## src/rtl/neander_pkg.sv

```systemverilog
// Shared definitions for the Neander register-pair datapath.
// The slot codes double as the dual register's load-enable encoding.
package neander_pkg;

    localparam logic [1:0] SLOT_NONE = 2'b00;
    localparam logic [1:0] SLOT_1    = 2'b01;
    localparam logic [1:0] SLOT_2    = 2'b10;
    localparam logic [1:0] SLOT_BOTH = 2'b11;

    typedef enum logic [1:0] {
        IDLE  = 2'd0,
        SEND1 = 2'd1,
        SEND2 = 2'd2
    } pair_state_t;

endpackage

```

## src/rtl/reg8b_pair_reader_if.sv

```systemverilog
// Pair-in / word-out handshake bundle for reg8b_pair_reader.
// The master modport is the reader block, and the slave modport is its surroundings.
interface reg8b_pair_reader_if #(
    parameter int DATA_WIDTH = 8
);
    logic                  in_valid;
    logic                  in_ready;
    logic [1:0]            in_mask;
    logic [DATA_WIDTH-1:0] data_in_1;
    logic [DATA_WIDTH-1:0] data_in_2;
    logic                  out_valid;
    logic                  out_ready;
    logic [1:0]            out_sel;
    logic [DATA_WIDTH-1:0] data_out;

    modport master (
        input  in_valid, in_mask, data_in_1, data_in_2, out_ready,
        output in_ready, out_valid, out_sel, data_out
    );

    modport slave (
        output in_valid, in_mask, data_in_1, data_in_2, out_ready,
        input  in_ready, out_valid, out_sel, data_out
    );
endinterface

```

## src/rtl/reg8b_pair_reader.sv

```systemverilog
// Serialises a buffered word pair onto a single slot-tagged output bus.
// FSM states:
//   state | meaning
//   IDLE  | no word pending, ready for a new pair
//   SEND1 | presenting buffered word 1 (out_sel = 01)
//   SEND2 | presenting buffered word 2 (out_sel = 10)
module reg8b_pair_reader
    import neander_pkg::*;
#(
    parameter int DATA_WIDTH = 8,
    parameter int CNT_WIDTH  = 8
) (
    input  logic                 clk,
    input  logic                 rst_n,
    reg8b_pair_reader_if.master  bus,
    output logic [CNT_WIDTH-1:0] words_sent
);

    pair_state_t           state;
    logic [DATA_WIDTH-1:0] buf_1;
    logic [DATA_WIDTH-1:0] buf_2;
    logic [1:0]            buf_mask;

    logic                  final_word;
    logic                  accept;
    logic                  xfer;
    pair_state_t           first_state;
    logic [1:0]            first_sel;
    logic [DATA_WIDTH-1:0] first_data;

    assign final_word   = (state == SEND2) || ((state == SEND1) && (buf_mask != SLOT_BOTH));
    assign bus.in_ready = (state == IDLE) || (final_word && bus.out_ready);
    assign accept       = bus.in_valid && bus.in_ready;
    assign xfer         = bus.out_valid && bus.out_ready;

    // Where a freshly accepted pair starts, taken straight from the input pins.
    always_comb begin
        first_state = IDLE;
        first_sel   = SLOT_NONE;
        first_data  = '0;
        case (bus.in_mask)
            SLOT_1, SLOT_BOTH: begin
                first_state = SEND1;
                first_sel   = SLOT_1;
                first_data  = bus.data_in_1;
            end
            SLOT_2: begin
                first_state = SEND2;
                first_sel   = SLOT_2;
                first_data  = bus.data_in_2;
            end
            default: ;
        endcase
    end

    always_ff @(posedge clk) begin
        if (!rst_n) begin
            state         <= IDLE;
            buf_1         <= '0;
            buf_2         <= '0;
            buf_mask      <= SLOT_NONE;
            bus.out_valid <= 1'b0;
            bus.out_sel   <= SLOT_NONE;
            bus.data_out  <= '0;
            words_sent    <= '0;
        end else begin
            if (xfer) begin
                words_sent <= words_sent + 1'b1;
            end
            if (accept) begin
                buf_1    <= bus.data_in_1;
                buf_2    <= bus.data_in_2;
                buf_mask <= bus.in_mask;
            end

            if ((state == SEND1) && xfer && (buf_mask == SLOT_BOTH)) begin
                state         <= SEND2;
                bus.out_valid <= 1'b1;
                bus.out_sel   <= SLOT_2;
                bus.data_out  <= buf_2;
            end else if (accept) begin
                // Covers both the idle accept and a pair chained onto the final word.
                state         <= first_state;
                bus.out_valid <= (first_state != IDLE);
                bus.out_sel   <= first_sel;
                bus.data_out  <= first_data;
            end else if (final_word && xfer) begin
                state         <= IDLE;
                bus.out_valid <= 1'b0;
                bus.out_sel   <= SLOT_NONE;
                bus.data_out  <= '0;
            end
        end
    end

endmodule

```

## src/flat_wrapper.sv

```systemverilog
// flat-port wrapper written by rule: the top's interface ports become plain ports
module reg8b_pair_reader_flat import neander_pkg::*;
#(
    parameter int DATA_WIDTH = 8,
    parameter int CNT_WIDTH  = 8
)
  (clk, rst_n, words_sent, bus_in_valid, bus_in_mask, bus_data_in_1, bus_data_in_2, bus_out_ready, bus_in_ready, bus_out_valid, bus_out_sel, bus_data_out);
  reg8b_pair_reader_if #(.DATA_WIDTH(DATA_WIDTH)) bus_i ();
  input  logic clk;
  input  logic rst_n;
  output logic [CNT_WIDTH-1:0] words_sent;
  input wire logic [$bits(bus_i.in_valid)-1:0] bus_in_valid;
  input wire logic [$bits(bus_i.in_mask)-1:0] bus_in_mask;
  input wire logic [$bits(bus_i.data_in_1)-1:0] bus_data_in_1;
  input wire logic [$bits(bus_i.data_in_2)-1:0] bus_data_in_2;
  input wire logic [$bits(bus_i.out_ready)-1:0] bus_out_ready;
  output wire logic [$bits(bus_i.in_ready)-1:0] bus_in_ready;
  output wire logic [$bits(bus_i.out_valid)-1:0] bus_out_valid;
  output wire logic [$bits(bus_i.out_sel)-1:0] bus_out_sel;
  output wire logic [$bits(bus_i.data_out)-1:0] bus_data_out;
  assign bus_i.in_valid = bus_in_valid;
  assign bus_i.in_mask = bus_in_mask;
  assign bus_i.data_in_1 = bus_data_in_1;
  assign bus_i.data_in_2 = bus_data_in_2;
  assign bus_i.out_ready = bus_out_ready;
  assign bus_in_ready = bus_i.in_ready;
  assign bus_out_valid = bus_i.out_valid;
  assign bus_out_sel = bus_i.out_sel;
  assign bus_data_out = bus_i.data_out;
  reg8b_pair_reader #(.DATA_WIDTH(DATA_WIDTH), .CNT_WIDTH(CNT_WIDTH)) u_core (.clk(clk), .rst_n(rst_n), .bus(bus_i), .words_sent(words_sent));
endmodule
```

## config.mk

```make
export PLATFORM = sky130hd
export DESIGN_NAME = reg8b_pair_reader_flat
export DESIGN_NICKNAME = d
export VERILOG_FILES = /design/src/rtl/neander_pkg.sv /design/src/rtl/reg8b_pair_reader_if.sv /design/src/rtl/reg8b_pair_reader.sv /design/src/flat_wrapper.sv
export SDC_FILE = /design/constraint.sdc
export NUM_CORES = 1
export LEC_CHECK = 0
export ABC_CLOCK_PERIOD_IN_PS = 1950
export CAP_MARGIN = 40
export CORE_UTILIZATION = 30
export DETAILED_ROUTE_END_ITERATION = 6
export HOLD_SLACK_MARGIN = 0.05
export PLACE_DENSITY = 0.63
export SLEW_MARGIN = 20
export SYNTH_ARGS = -nofsm -noshare
export SYNTH_HDL_FRONTEND = slang
export SYNTH_SLANG_ARGS = --single-unit
```

## constraint.sdc

```tcl
create_clock -name clk -period 1.95 [get_ports clk]
set_input_delay 0.585 -clock clk [delete_from_list [all_inputs] [get_ports clk]]
set_output_delay 0.585 -clock clk [all_outputs]
set_load 0.005 [all_outputs]
```

==> results.cfg, run 1 <==
[critical_path]
worstPathCellList = buf_8, nor2b_4, a311oi_4, inv_2, buf_6
rr_startpoint = u_core.buf_mask[1]$_SDFFE_PN0P_
cpPeakStageDelay_ps = 310
end_kind = primary output
critPathMaxFanout = 5
critPathKind = primary input to primary output
arrival_ps = 1350
critPathLaunchType = primary input
required_ps = 1360
crit_start = bus_out_ready
critical_path.slowest_cell = a311oi_4

[drt]
dr.first_iter.drc_count = 101
wl_per_cell_um = 14.1
drcViolationCount = 0
ant_nets = 0
dr.pass1.iters = 5
vias_per_cell = 5.14
dr_total_vias = 1435
routed_wl_um = 3940

[job]
drv_cap = 0

[grt]
grt_first_pass_wirelength_um = 6670
overflow = 0
antenna_found_initial = 0
grt_max_degree = 22
grt_pass1_vias = 1347
track_usage_pct = 17.0

[clocking]
clk_pin_slew_ps = 60
clock_latency_ps = 280
cts_buffers = 5
cts.path.max_buffers = 2
cts_tree = yes
numClockSinks = 29
root_buffer = clkbuf_8
post_cts_buffers = 0
htree_levels = 2

[timing]
finClkSkew_ps = 3.93
tightest_slew_ps = 284
finalCriticalPeriod_ps = 1930
grt_setup_unrepaired = yes
fin_ws_ps = 19.4
slew_violations = 0
timing.fmax_mhz = 518
finalHoldViolCount = 0
period_share_pct = 99.0
setup_viol = 0
relSlewSlack_pct = 81.1

[placement]
portBuffers = 41
hpwl_um = 2790
dp.cells = 271
pre_cts_ws_ps = -718
post_dp_cell_area_mm2 = 0.00196
place.gp.congestion = 0.769

[logic_synthesis]
synthDistinctLibCells = 28
netlist_instances = 174
yosysWarningCount = 0
ys_ff_latch = 29
synth_seq_area_share_pct = 41.8
syn_area_mm2 = 0.00139
synth.avg_cell_area_um2 = 7.98
synth_fp_nets = 197

[pwr]
powerDensity_mw_per_mm2 = 721
power.leakage_nw = 0.787
vdd_drop_max_mv = 0.281

[finish]
syn2layout_area_growth_pct = 52.0
final_area_mm2 = 0.00211
final_cell_mix = clkdlybuf4s50_1 (39), dfxtp_1 (27), o21ai_0 (23), nand3_1 (19), buf_4 (16)
antenna_cells = 0
final_common_cell = clkdlybuf4s50_1
drive_above_1_share_pct = 14.5
layout.cells.non_filler = 279
nets = 249

[min_path]
hold_path.class = flop to flop
min_from = u_core.buf_2[0]$_SDFFE_PN0P_

[floorplanning]
coreArea_mm2 = 0.00441
fp.dieW_um = 70.0
top_level_ports = 42
die_h_um = 70.0
rows = 24
initial_core_util_pct = 31.5
dieArea_mm2 = 0.00491

[outcome]
outcome = complete, no violations
[per-layer routing]
metal,global-route usage [%],wire (µm),vias up
met5,0,0,-
li1,-,-,741
met3,2.74,150,4
met2,25.0,1830,33
met1,25.0,1920,657
met4,6.00,41,0
[stage by stage]
step	util (%)	hold WS, ps	setup TNS [ps]	power [mW]
floorplan	-	451	0	0.749
global placement	44.5	462	-5580	0.883
detailed placement	44.5	468	-6160	0.885
CTS	47.5	477	0	1.53
global route	47.8	505	-0.484	1.58
finish	47.8	477	0	1.52
[final timing paths]
path / end / slack [ps] / depth (start not counted)
max reg2reg: u_core.state[1]$_SDFFE_PN0P_ / 340 / 6
min: u_core.buf_2[0]$_SDFFE_PN0P_ / 480 / 2
min reg2reg: u_core.buf_2[0]$_SDFFE_PN0P_ / 480 / 2
max: bus_in_ready / 20 / 5
[sequential cells by signal, indices dropped and copies added (netlist names)]
| name | flops |
|---|---|
| u_core.buf_2 | 8 |
| u_core.buf_mask | 2 |
| u_core.bus.data_out | 8 |
| u_core.bus.out_valid | 1 |
| u_core.state | 2 |
| u_core.words_sent | 8 |
[cells in the mapped netlist]
master	instances	share of area (%)
dfxtp_1	29	42
a311oi_2	1	1.1
and2_1	1	0.45
xnor2_1	1	0.63
and3_1	2	0.90
a21oi_1	14	5.0
o221ai_1	9	5.7
nand4_1	4	1.8
clkbuf_2	1	0.36
nand4b_1	1	0.63
nand2_1	15	4.1
ha_1	1	0.90
a31oi_1	9	4.1
nor4_1	1	0.45
a22o_1	4	2.5
buf_2	2	0.72
nor2_1	9	2.4
a211o_1	1	0.63
inv_1	4	1.1
o21ai_0	23	8.3
clkbuf_1	8	2.2
a211oi_1	1	0.54
xor2_1	6	3.8
nor2b_1	4	1.8
nand3_1	19	6.8
buf_1	2	0.54
buf_4	1	0.54
inv_2	1	0.27
[timing repair]
action,CTS,global route
gates resized for setup,14,4
pin swaps,1,1
hold buffers,0,0
endpoints found under the setup margin,8,2
[cell type report]
class	count	area, µm²
Fill cell	454	2300
Multi-Input combinational cell	126	751
Sequential cell	29	583
Timing Repair Buffer	59	577
Clock buffer	7	86.3
Tap cell	52	65.1
Clock inverter	1	30.0
Inverter	5	18.8
[report_power, final]
part / total (mW) / internal [mW] / switching (mW)
Clock: 0.642 / 0.416 / 0.226
Combinational: 0.241 / 0.132 / 0.108
Sequential: 0.640 / 0.621 / 0.0188
Total: 1.52 / 1.17 / 0.353
[critical path: cells and delay by family]
kind,cells,cell delay [ps]
AO/OA/AOI/OAI,1,310
AND/OR/NAND/NOR,1,120
buffers and inverters,3,330
[cell families after synthesis]
logic type	share of synthesized area, %
XOR/XNOR	4.41
flip-flops	41.8
AO/OA/AOI/OAI	27.8
buffers and inverters	5.68
AND/OR/NAND/NOR	19.4
adder cells (fa/ha/maj)	0.901
(Power assumes the default switching activity.)
==> inputs of run 2 (changes only) <==
SLEW_MARGIN = default   (was 20)
==> results of run 2 <==
No change in the layout: final DEF, timing and power equal those of run 1.
==> inputs of run 3 (changes only) <==
CORE_MARGIN = 2   (was default)
CTS_CLUSTER_DIAMETER = 80   (was default)
TNS_END_PERCENT = 1   (was default)
==> run 3 against run 2 <==
Compared with the run above: sequential share of layout area grew 0.15 points; total power down 0.28%; critical path depth unchanged; setup slack lost 9.5 ps; hold slack worse by 1.0 ps; global-route usage is 0.81 points lower; non-clock buffer count grew 1.
==> results.cfg, run 3 (synthesized netlist as in run 1, its figures left out) <==
[critical_path]
worstPathCellList = buf_6, nor2b_4, a311oi_4, inv_2, buf_6
crit_cells = 5
cpMostUsedCell = buf_6
arrival_ps = 1360
required_ps = 1360
rr_worst_depth = 6
worst-path-buf-inv = 3
critical_path.slowest_cell = a311oi_4
rr_startpoint = u_core.buf_mask[1]$_SDFFE_PN0P_
critPathLaunchType = primary input
critPathMaxFanout = 5
crit_family = compound AO/OA/AOI/OAI gates
end_kind = primary output
cpPeakStageDelay_ps = 330
critPathKind = primary input to primary output
worstReg2RegEnd = u_core.state[1]$_SDFFE_PN0P_
rrSetupSlack_ps = 310

[finish]
syn2layout_area_growth_pct = 51.2
multi_input_area_um2 = 748
nFillCells = 437
reg.largest.list = u_core.buf_2 x8, u_core.bus.data_out x8, u_core.words_sent x8
register_area_um2 = 583
drive_above_1_share_pct = 14.5
nets = 250
layout.cells.non_filler = 280
final_area_mm2 = 0.00210
antenna_cells = 0
final_common_cell = clkdlybuf4s50_1
final_cell_mix = clkdlybuf4s50_1 (39), dfxtp_1 (27), o21ai_0 (23), nand3_1 (19), buf_4 (18)

[clocking]
numClockSinks = 29
cts_buffers = 5
cts.path.max_buffers = 2
cts_tree = yes
post_cts_buffers = 0
clk_pin_slew_ps = 60
postCtsHoldBufs = 0
root_buffer = clkbuf_8
clock_latency_ps = 280
htree_levels = 2

[grt]
track_usage_pct = 16.2
grtUsageMet2_pct = 23.5
busiest_layer = met2
antenna_found_initial = 0
grt_pass1_vias = 1316
overflow = 0
met3_usage_pct = 3.75
met1_usage_pct = 23.0
grt_first_pass_wirelength_um = 6440
grt_max_degree = 22

[placement]
hpwl_um = 2800
portBuffers = 41
place.gp.congestion = 0.837
dp.cells = 272
post_dp_cell_area_mm2 = 0.00196

[floorplanning]
top_level_ports = 42
fp.dieW_um = 72.0
initial_core_util_pct = 31.5
coreArea_mm2 = 0.00441
die_h_um = 72.0
rows = 24
dieArea_mm2 = 0.00519

[drt]
wl_per_cell_um = 14.0
dr.first_iter.drc_count = 73
routed_wl_um = 3920
dr.pass1.iters = 4
vias_per_cell = 5.15
ant_nets = 0
drcViolationCount = 0
dr_total_vias = 1442

[pwr]
p_total_mw = 1.52
vdd_drop_max_mv = 0.265
power.leakage_nw = 0.785
powerDensity_mw_per_mm2 = 723

[min_path]
min_to = u_core.buf_2[4]$_SDFFE_PN0P_
min_from = u_core.buf_2[4]$_SDFFE_PN0P_
hold_path.class = flop to flop
worstHoldPathCells = 2

[timing]
finalCriticalPeriod_ps = 1940
finalHoldViolCount = 0
setup_viol = 0
finClkSkew_ps = 1.34
tightest_slew_ps = 301
holdWs_ps = 476
relSlewSlack_pct = 79.9
timing.fmax_mhz = 515
period_share_pct = 99.5
slew_violations = 0
finalSetupTns_ps = 0

[outcome]
outcome = complete, no violations

[job]
drv_cap = 0
## run 3: layout make-up
type,instances,share of cell area [%]
inverter,5,0.894
clock inverter,1,1.43
sequential,29,27.8
timing repair buffer,60,27.1
clock buffer,7,4.11
tap,52,3.10
multi-input combinational,126,35.6
## run 3: routing by layer
metal	wire, µm	vias to the layer above
li1	-	741
met3	172	7
met4	72	0
met2	1790	35
met5	0	-
met1	1890	659
## run 3: worst register-to-register path, delay by kind of cell, from the launching register on
family	cells	cell delay [ps]
flip-flops	1	350
AO/OA/AOI/OAI	3	780
AND/OR/NAND/NOR	1	140
buffers and inverters	2	290
## run 3: worst max-delay path by stage
| stage | to | from | slack, ps |
|---|---|---|---|
| 2_1_floorplan | bus_in_ready | bus_out_ready | 140 |
| 3_3_place_gp | bus_in_ready | bus_out_ready | -710 |
| 3_5_place_dp | bus_in_ready | bus_out_ready | -690 |
| 4_1_cts | bus_out_sel[0] | u_core.state[0]$_SDFFE_PP0P_ | 20 |
| 5_1_grt | bus_in_ready | u_core.buf_mask[0]$_SDFFE_PN0P_ | -40 |
| 6_report | bus_in_ready | bus_out_ready | 10 |
## run 3: power breakdown
part	switching (mW)	internal (mW)	leakage, nW
combinational	0.108	0.130	0.489
clock	0.225	0.416	0.0585
sequential	0.0177	0.621	0.238
## run 3: stage by stage
stage	utilization (%)	worst slack, ps
6_report	47.6	9.94
5_1_grt	47.6	-41.0
4_1_cts	47.3	19.9
3_5_place_dp	44.4	-689
3_3_place_gp	44.4	-707
2_1_floorplan	-	137
## run 3: what timing repair did
action | in CTS | in global routing
resized for setup | 13 | 3
setup endpoints to repair | 3 | 3
pin swaps | 1 | 1
